## src/rtl/ddr_transmitter_24bit.sv

```systemverilog
// ddr_transmitter_24bit: FIFO-buffered 24-bit word transmitter onto a 12-bit DDR bus,
// with a training-pattern phase after reset or on request.
module ddr_transmitter_24bit #(
  parameter int          FIFO_DEPTH   = 4,
  parameter int          TRAIN_CYCLES = 64,
  parameter logic [23:0] IDLE_WORD    = 24'h000000
) (
  input  logic        i_clk,
  input  logic        i_rst_n,
  input  logic [23:0] i_data,
  input  logic        i_valid,
  output logic        o_ready,
  input  logic        i_train_req,
  output logic [11:0] o_ddr_out,
  output logic        o_ddr_clk_out,
  output logic        o_tx_valid,
  output logic        o_training,
  output logic [15:0] o_gap_cnt,
  output logic        o_dbg_tx,
  output logic        o_dbg_pop
);
  localparam int AW = $clog2(FIFO_DEPTH);
  localparam int CW = $clog2(TRAIN_CYCLES + 1);
  localparam logic [CW-1:0] C_LOAD = CW'(TRAIN_CYCLES - 1);
  localparam logic [AW:0] C_FULL = (AW + 1)'(FIFO_DEPTH);
  typedef enum logic {S_TRAIN, S_DATA} state_t;
  state_t r_state, w_state_nxt;
  logic [CW-1:0] r_cnt, w_cnt_nxt;
  logic [23:0] r_mem [FIFO_DEPTH];
  logic [AW-1:0] r_wptr, r_rptr;
  logic [AW:0] r_count;
  logic r_ready_en, r_tx_valid, r_training, r_dbg_pop, r_popped;
  logic [15:0] r_gap;
  logic [11:0] r_pos, r_hi, r_neg;
  logic w_push, w_pop, w_idle;
  logic [23:0] w_word;

  assign o_ready = r_ready_en & (r_count != C_FULL);
  assign w_push  = i_valid & o_ready;
  assign w_pop   = (r_state == S_DATA) & (r_count != '0);
  assign w_idle  = (r_state == S_DATA) & (r_count == '0);
  assign w_word  = (r_state == S_TRAIN) ? {12'h5A5, 12'hA5A} : w_pop ? r_mem[r_rptr] : IDLE_WORD;

  always_comb begin
    w_state_nxt = r_state;
    w_cnt_nxt   = r_cnt;
    if (i_train_req) begin
      w_state_nxt = S_TRAIN;
      w_cnt_nxt   = C_LOAD;
    end else if (r_state == S_TRAIN) begin
      w_state_nxt = (r_cnt == '0) ? S_DATA : S_TRAIN;
      w_cnt_nxt   = (r_cnt == '0) ? r_cnt : r_cnt - CW'(1);
    end
  end

  always_ff @(posedge i_clk) begin
    if (w_push) r_mem[r_wptr] <= i_data;
  end

  always_ff @(posedge i_clk or negedge i_rst_n) begin
    if (!i_rst_n) begin
      r_state    <= S_TRAIN;
      r_cnt      <= C_LOAD;
      r_wptr     <= '0;
      r_rptr     <= '0;
      r_count    <= '0;
      r_ready_en <= 1'b0;
      r_tx_valid <= 1'b0;
      r_training <= 1'b1;
      r_dbg_pop  <= 1'b0;
      r_popped   <= 1'b0;
      r_gap      <= '0;
      r_pos      <= '0;
      r_hi       <= '0;
    end else begin
      r_state    <= w_state_nxt;
      r_cnt      <= w_cnt_nxt;
      r_wptr     <= w_push ? r_wptr + AW'(1) : r_wptr;
      r_rptr     <= w_pop ? r_rptr + AW'(1) : r_rptr;
      r_count    <= r_count + (AW + 1)'(w_push) - (AW + 1)'(w_pop);
      r_ready_en <= 1'b1;
      r_tx_valid <= w_pop;
      r_training <= (r_state == S_TRAIN);
      r_dbg_pop  <= w_pop;
      r_popped   <= r_popped | w_pop;
      r_gap      <= (w_idle & r_popped & (r_gap != 16'hFFFF)) ? r_gap + 16'd1 : r_gap;
      r_pos      <= w_word[11:0];
      r_hi       <= w_word[23:12];
    end
  end

  // Upper half moves to the negedge register so it is stable for the whole low phase.
  always_ff @(negedge i_clk or negedge i_rst_n) begin
    if (!i_rst_n) r_neg <= '0;
    else          r_neg <= r_hi;
  end

  assign o_ddr_out     = i_clk ? r_pos : r_neg;
  assign o_ddr_clk_out = i_clk ? r_ready_en : 1'b0;
  assign o_tx_valid    = r_tx_valid;
  assign o_training    = r_training;
  assign o_gap_cnt     = r_gap;
  assign o_dbg_tx      = o_ddr_out[11];
  assign o_dbg_pop     = r_dbg_pop;
endmodule

```

## config.mk

```make
export PLATFORM = sky130hd
export DESIGN_NAME = ddr_transmitter_24bit
export DESIGN_NICKNAME = d
export VERILOG_FILES = /design/src/rtl/ddr_transmitter_24bit.sv
export SDC_FILE = /design/constraint.sdc
export NUM_CORES = 1
export LEC_CHECK = 0
export ABC_AREA = 1
export BUFFER_PORTS_ARGS = -buffer_cell sky130_fd_sc_hd__buf_2
export CAP_MARGIN = 20
export CORE_MARGIN = 2
export CORE_UTILIZATION = 48
export CTS_BUF_LIST = sky130_fd_sc_hd__clkbuf_16
export DETAILED_ROUTE_END_ITERATION = 10
export HOLD_SLACK_MARGIN = 0.03
export PLACE_DENSITY = 0.72
export SYNTH_ARGS = -nofsm -noshare
export SYNTH_HDL_FRONTEND = slang
export SYNTH_SLANG_ARGS = --single-unit
export TNS_END_PERCENT = 100
```

## constraint.sdc

```tcl
create_clock -name i_clk -period 6.5 [get_ports i_clk]
set_input_delay 1.3 -clock i_clk [delete_from_list [all_inputs] [get_ports i_clk]]
set_output_delay 1.3 -clock i_clk [all_outputs]
set_load 0.02 [all_outputs]
```

# Word level (Yosys, flattened, before mapping)

Memory sizes are Yosys's and may differ from the RTL's.
Cells that the tools add are included.

Logic and storage cells: 48
Bits in writable memories: 96
Flip-flop bits (word level): 71
Output and inout bits: 34
Memories: 1
Bits of input ports: 28

Muxes and demuxes: 12
$add $sub $neg: 6
Bitwise operators: 8
Reduce and logical (&&, ||, !) cells: 4
Equality and inequality tests: 4

Memories:

| memory | depth | width | read ports | clocked after Yosys merged registers in | wr ports | RTL line | text |
|---|---|---|---|---|---|---|---|
| r_mem  | 4     | 24    | 1          | 0                                       | 1        | 29       | `logic [23:0] r_mem [FIFO_DEPTH];` |

Operators with widths:

| operator                                          | number |
|---|---|
| 2-to-1 mux 24 bit                                 | 2 |
| 2-to-1 mux 7 bit                                  | 3 |
| adder 16 x 1 -> 16 bit (second input constant)    | 1 |
| != test 16 bit (second input constant)            | 1 |
| 2-to-1 mux 12 bit                                 | 1 |
| logical NOT 7 bit                                 | 1 |
| subtractor 7 x 1 -> 7 bit (second input constant) | 1 |
| AND 1 bit                                         | 6 |
| 2-to-1 mux 1 bit                                  | 6 |
| adder 2 x 1 -> 2 bit (second input constant)      | 2 |
| != test 2 bit (second input constant)             | 2 |
| adder 3 x 1 -> 3 bit                              | 1 |
| logical NOT 3 bit                                 | 1 |
| != test 3 bit (second input constant)             | 1 |
| nonzero test 3 bit                                | 1 |
| subtractor 3 x 1 -> 3 bit                         | 1 |
| AND reduction 2 bit                               | 1 |
| NOT 1 bit                                         | 1 |
| OR 1 bit                                          | 1 |

# Depth between registers and ports, before layout

Word-level depth: 5
Mapped depth: 11
Gate-level depth less buffers: 11

==> run summary <==
Iter 0 DRT Violations -> 378
Vias -> 4665
Clock slew at reported path FFs -> 70 ps
HP Class -> register to register
FF/Latch Area -> 4670 µm²
CTS tree -> yes
Sequential fraction of the synthesis area -> 68.2%
Critical Path AT -> 4930 ps
Skew-Pair Late Insertion Delay -> 540 ps
Overflow after GRT -> 0
Vias in the first global route -> 4823
Slew Viols, Final -> 0
Post-synthesis net count -> 639
Final net count -> 717
Drt pass-1 iters -> 4
Mean Syn Cell Area -> 11.4 µm²
Count of non-filler cells in the finished layout -> 874
Largest net degree at the start of global routing -> 50
Seq cells post-synth -> 167
Outcome -> finished clean
P_sw -> 989 µW
Initial antenna violation count -> 1
Fraction of layout cells with a size suffix above 1 -> 23.3%
Post-route ant nets -> 0
Hold Buf Count CTS -> 0
Antenna diodes -> 0
Fillers -> 1053
Reg power frac -> 36.2%
Routability cong. -> 0.807
Max cap viols -> 0
Post-synth cell types -> 34
Slew headroom -> 33.6%
Post-CTS Resized -> 0
Synth Warn # -> 0
# Post-CTS Setup Buffers -> 0
Crit path max fanout -> 4
DRC violations left -> 0
Final setup skew -> 8.20 ps
Unrepaired setup endpoints after global routing -> no
Switching fraction of total power -> 28.6%
Final hold violations -> 0
Port Buffers -> 61
DP HPWL -> 8370 µm
IO Count -> 62
Clock power share -> 55.4%
Reg-to-Reg End -> r_neg[6]
Final hold slack -> 523 ps
Pleak -> 3.47 nW
Async SR Flop Fraction -> 42.5%
Crit path from -> i_clk
Cells after Synth -> 601
Power share of the combinational group -> 8.4%
Total Routing Usage GR -> 20.7%
Final setup violating endpoints -> 0
Placed cell areas -> 7300 µm²
CP endpoint kind -> primary output
Dpl cells -> 825
Peak VDD IR -> 0.402 mV
Die Y -> 123 µm
Core footprint -> 13900 µm²
First-pass GRT wire length -> 22900 µm
R2R cell count -> 0
Startpoint types -> clock port
Wirelength per Cell -> 16.6 µm
Rows -> 43
CP endpoint -> o_dbg_tx
Design area -> 8330 µm²
Fin Setup TNS -> 0 ps
Full die area -> 15200 µm²
Pwr dens -> 415 nW/µm²
Mapped Area -> 6840 µm²
Layout area overhead -> 21.7%
Flop-to-flop setup slack -> 2700 ps
Die X -> 123 µm
Initial Util -> 49.3%
Vias/cell -> 5.34
Critical path type -> clock port to primary output
EDFF count, synth -> 96
Worst-margin pin slew -> 996 ps
Primary FF master, synth -> edfxtp_1
R2r startpoint -> r_hi[6]
Final WL -> 14500 µm
Area of the multi-input gates -> 1910 µm²
Required @ worst endpoint -> 5200 ps
Internal power -> 2.47 mW
## cells by family after synthesis
family                   count (synthesis)  synth area share [%]
AND/OR/NAND/NOR                        253                  15.9
flip-flops                             167                  68.2
AO/OA/AOI/OAI                           85                  6.45
buffers and inverters                   62                  4.06
multiplexers                            12                  1.97
XOR/XNOR                                11                  1.41
adder cells (fa/ha/maj)                 10                  1.94
other                                    1                0.0548
## registers in the layout (all words and copies together), names as in the netlist, 2 cells and up
signal     count
o_gap_cnt     16
r_cnt          7
r_count        3
r_hi          12
r_mem         96
r_neg         12
r_pos         12
r_rptr         2
r_wptr         2
## how the worst min path moves through the flow
stage | start | endpoint | cells after the start
floorplan | r_cnt[6] | r_cnt[6] | 2
global placement | r_count[0] | r_count[0] | 1
detailed placement | r_popped | r_popped | 2
CTS | r_popped | r_popped | 2
global route | r_popped | r_popped | 2
finish | r_popped | r_popped | 2
## cells in the mapped netlist (6+ instances only)
library cell | number | area share (%)
nand4_1 | 7 | 0.64
o21ai_0 | 58 | 4.2
dfrtn_1 | 12 | 4.4
ha_1 | 9 | 1.6
dfstp_2 | 7 | 2.7
mux2_2 | 12 | 2.0
nor2_1 | 101 | 5.5
clkbuf_1 | 11 | 0.60
edfxtp_1 | 96 | 42
o22ai_1 | 12 | 1.1
dfrtp_1 | 52 | 19
nand3_1 | 30 | 2.2
nand2_2 | 11 | 1.0
inv_1 | 33 | 1.8
nand2_1 | 94 | 5.2
xor2_1 | 6 | 0.77
buf_2 | 6 | 0.44
a21oi_1 | 14 | 1.0
## layer usage
| layer | vias up | global-route usage [%] | share of wire (%) |
|---|---|---|---|
| met3 | 40 | 9.27 | 8.1 |
| met2 | 168 | 32.3 | 51 |
| met4 | 0 | 14.1 | 3.1 |
| met5 | - | 0 | 0 |
| li1 | 2184 | - | - |
| met1 | 2273 | 22.5 | 38 |
## final cells by class
type / instances / area share [%]
Clock buffer: 49 / 11.4
Clock inverter: 15 / 1.80
Inverter: 37 / 1.70
Multi-Input combinational cell: 372 / 22.9
Sequential cell: 167 / 56.1
Tap cell: 180 / 2.71
Timing Repair Buffer: 54 / 3.46
## power groups by stage
| stage | logic, mW | registers [mW] | clock network (mW) |
|---|---|---|---|
| floorplan | 0.196 | 1.26 | 0.255 |
| CTS | 0.294 | 1.25 | 1.96 |
| global route | 0.328 | 1.26 | 2.02 |
| global placement | 0.272 | 1.27 | 0.289 |
| finish | 0.290 | 1.25 | 1.92 |
| detailed placement | 0.287 | 1.27 | 0.289 |
## worst max-delay path: stages
cell and delay [ps]:
clkbuf_16 120, clkbuf_16 130, clkbuf_16 130, clkbuf_16 130
clkbuf_16 140, clkbuf_16 140, clkbuf_16 150, mux2_2 290
clkbuf_16 150, clkbuf_16 130, buf_2 150
## per-stage QoR
step           power (mW)  setup WS (ps)  util, %
5_1_grt              3.60            245     60.0
6_report             3.46            271     60.0
3_5_place_dp         1.85           1230     52.6
2_1_floorplan        1.71           1160        -
3_3_place_gp         1.83           1240     52.6
4_1_cts              3.51            249     60.0
## cell usage in the layout, fill, tap and decap left out, types with 4 or more instances in the layout
master,n
buf_4,7
inv_2,5
ha_1,9
dfrtn_1,12
xnor2_1,5
o21ai_0,58
inv_1,33
edfxtp_1,96
dfstp_2,7
nand2_1,94
buf_2,61
o22ai_1,12
inv_8,4
mux2_2,12
xor2_1,6
nand2_2,11
dfrtp_1,52
nand4_1,7
nor2_2,5
nand3_1,30
nor2_1,97
a21oi_1,14
clkbuf_16,35
Note: power is estimated with default switching activity, not from simulation.
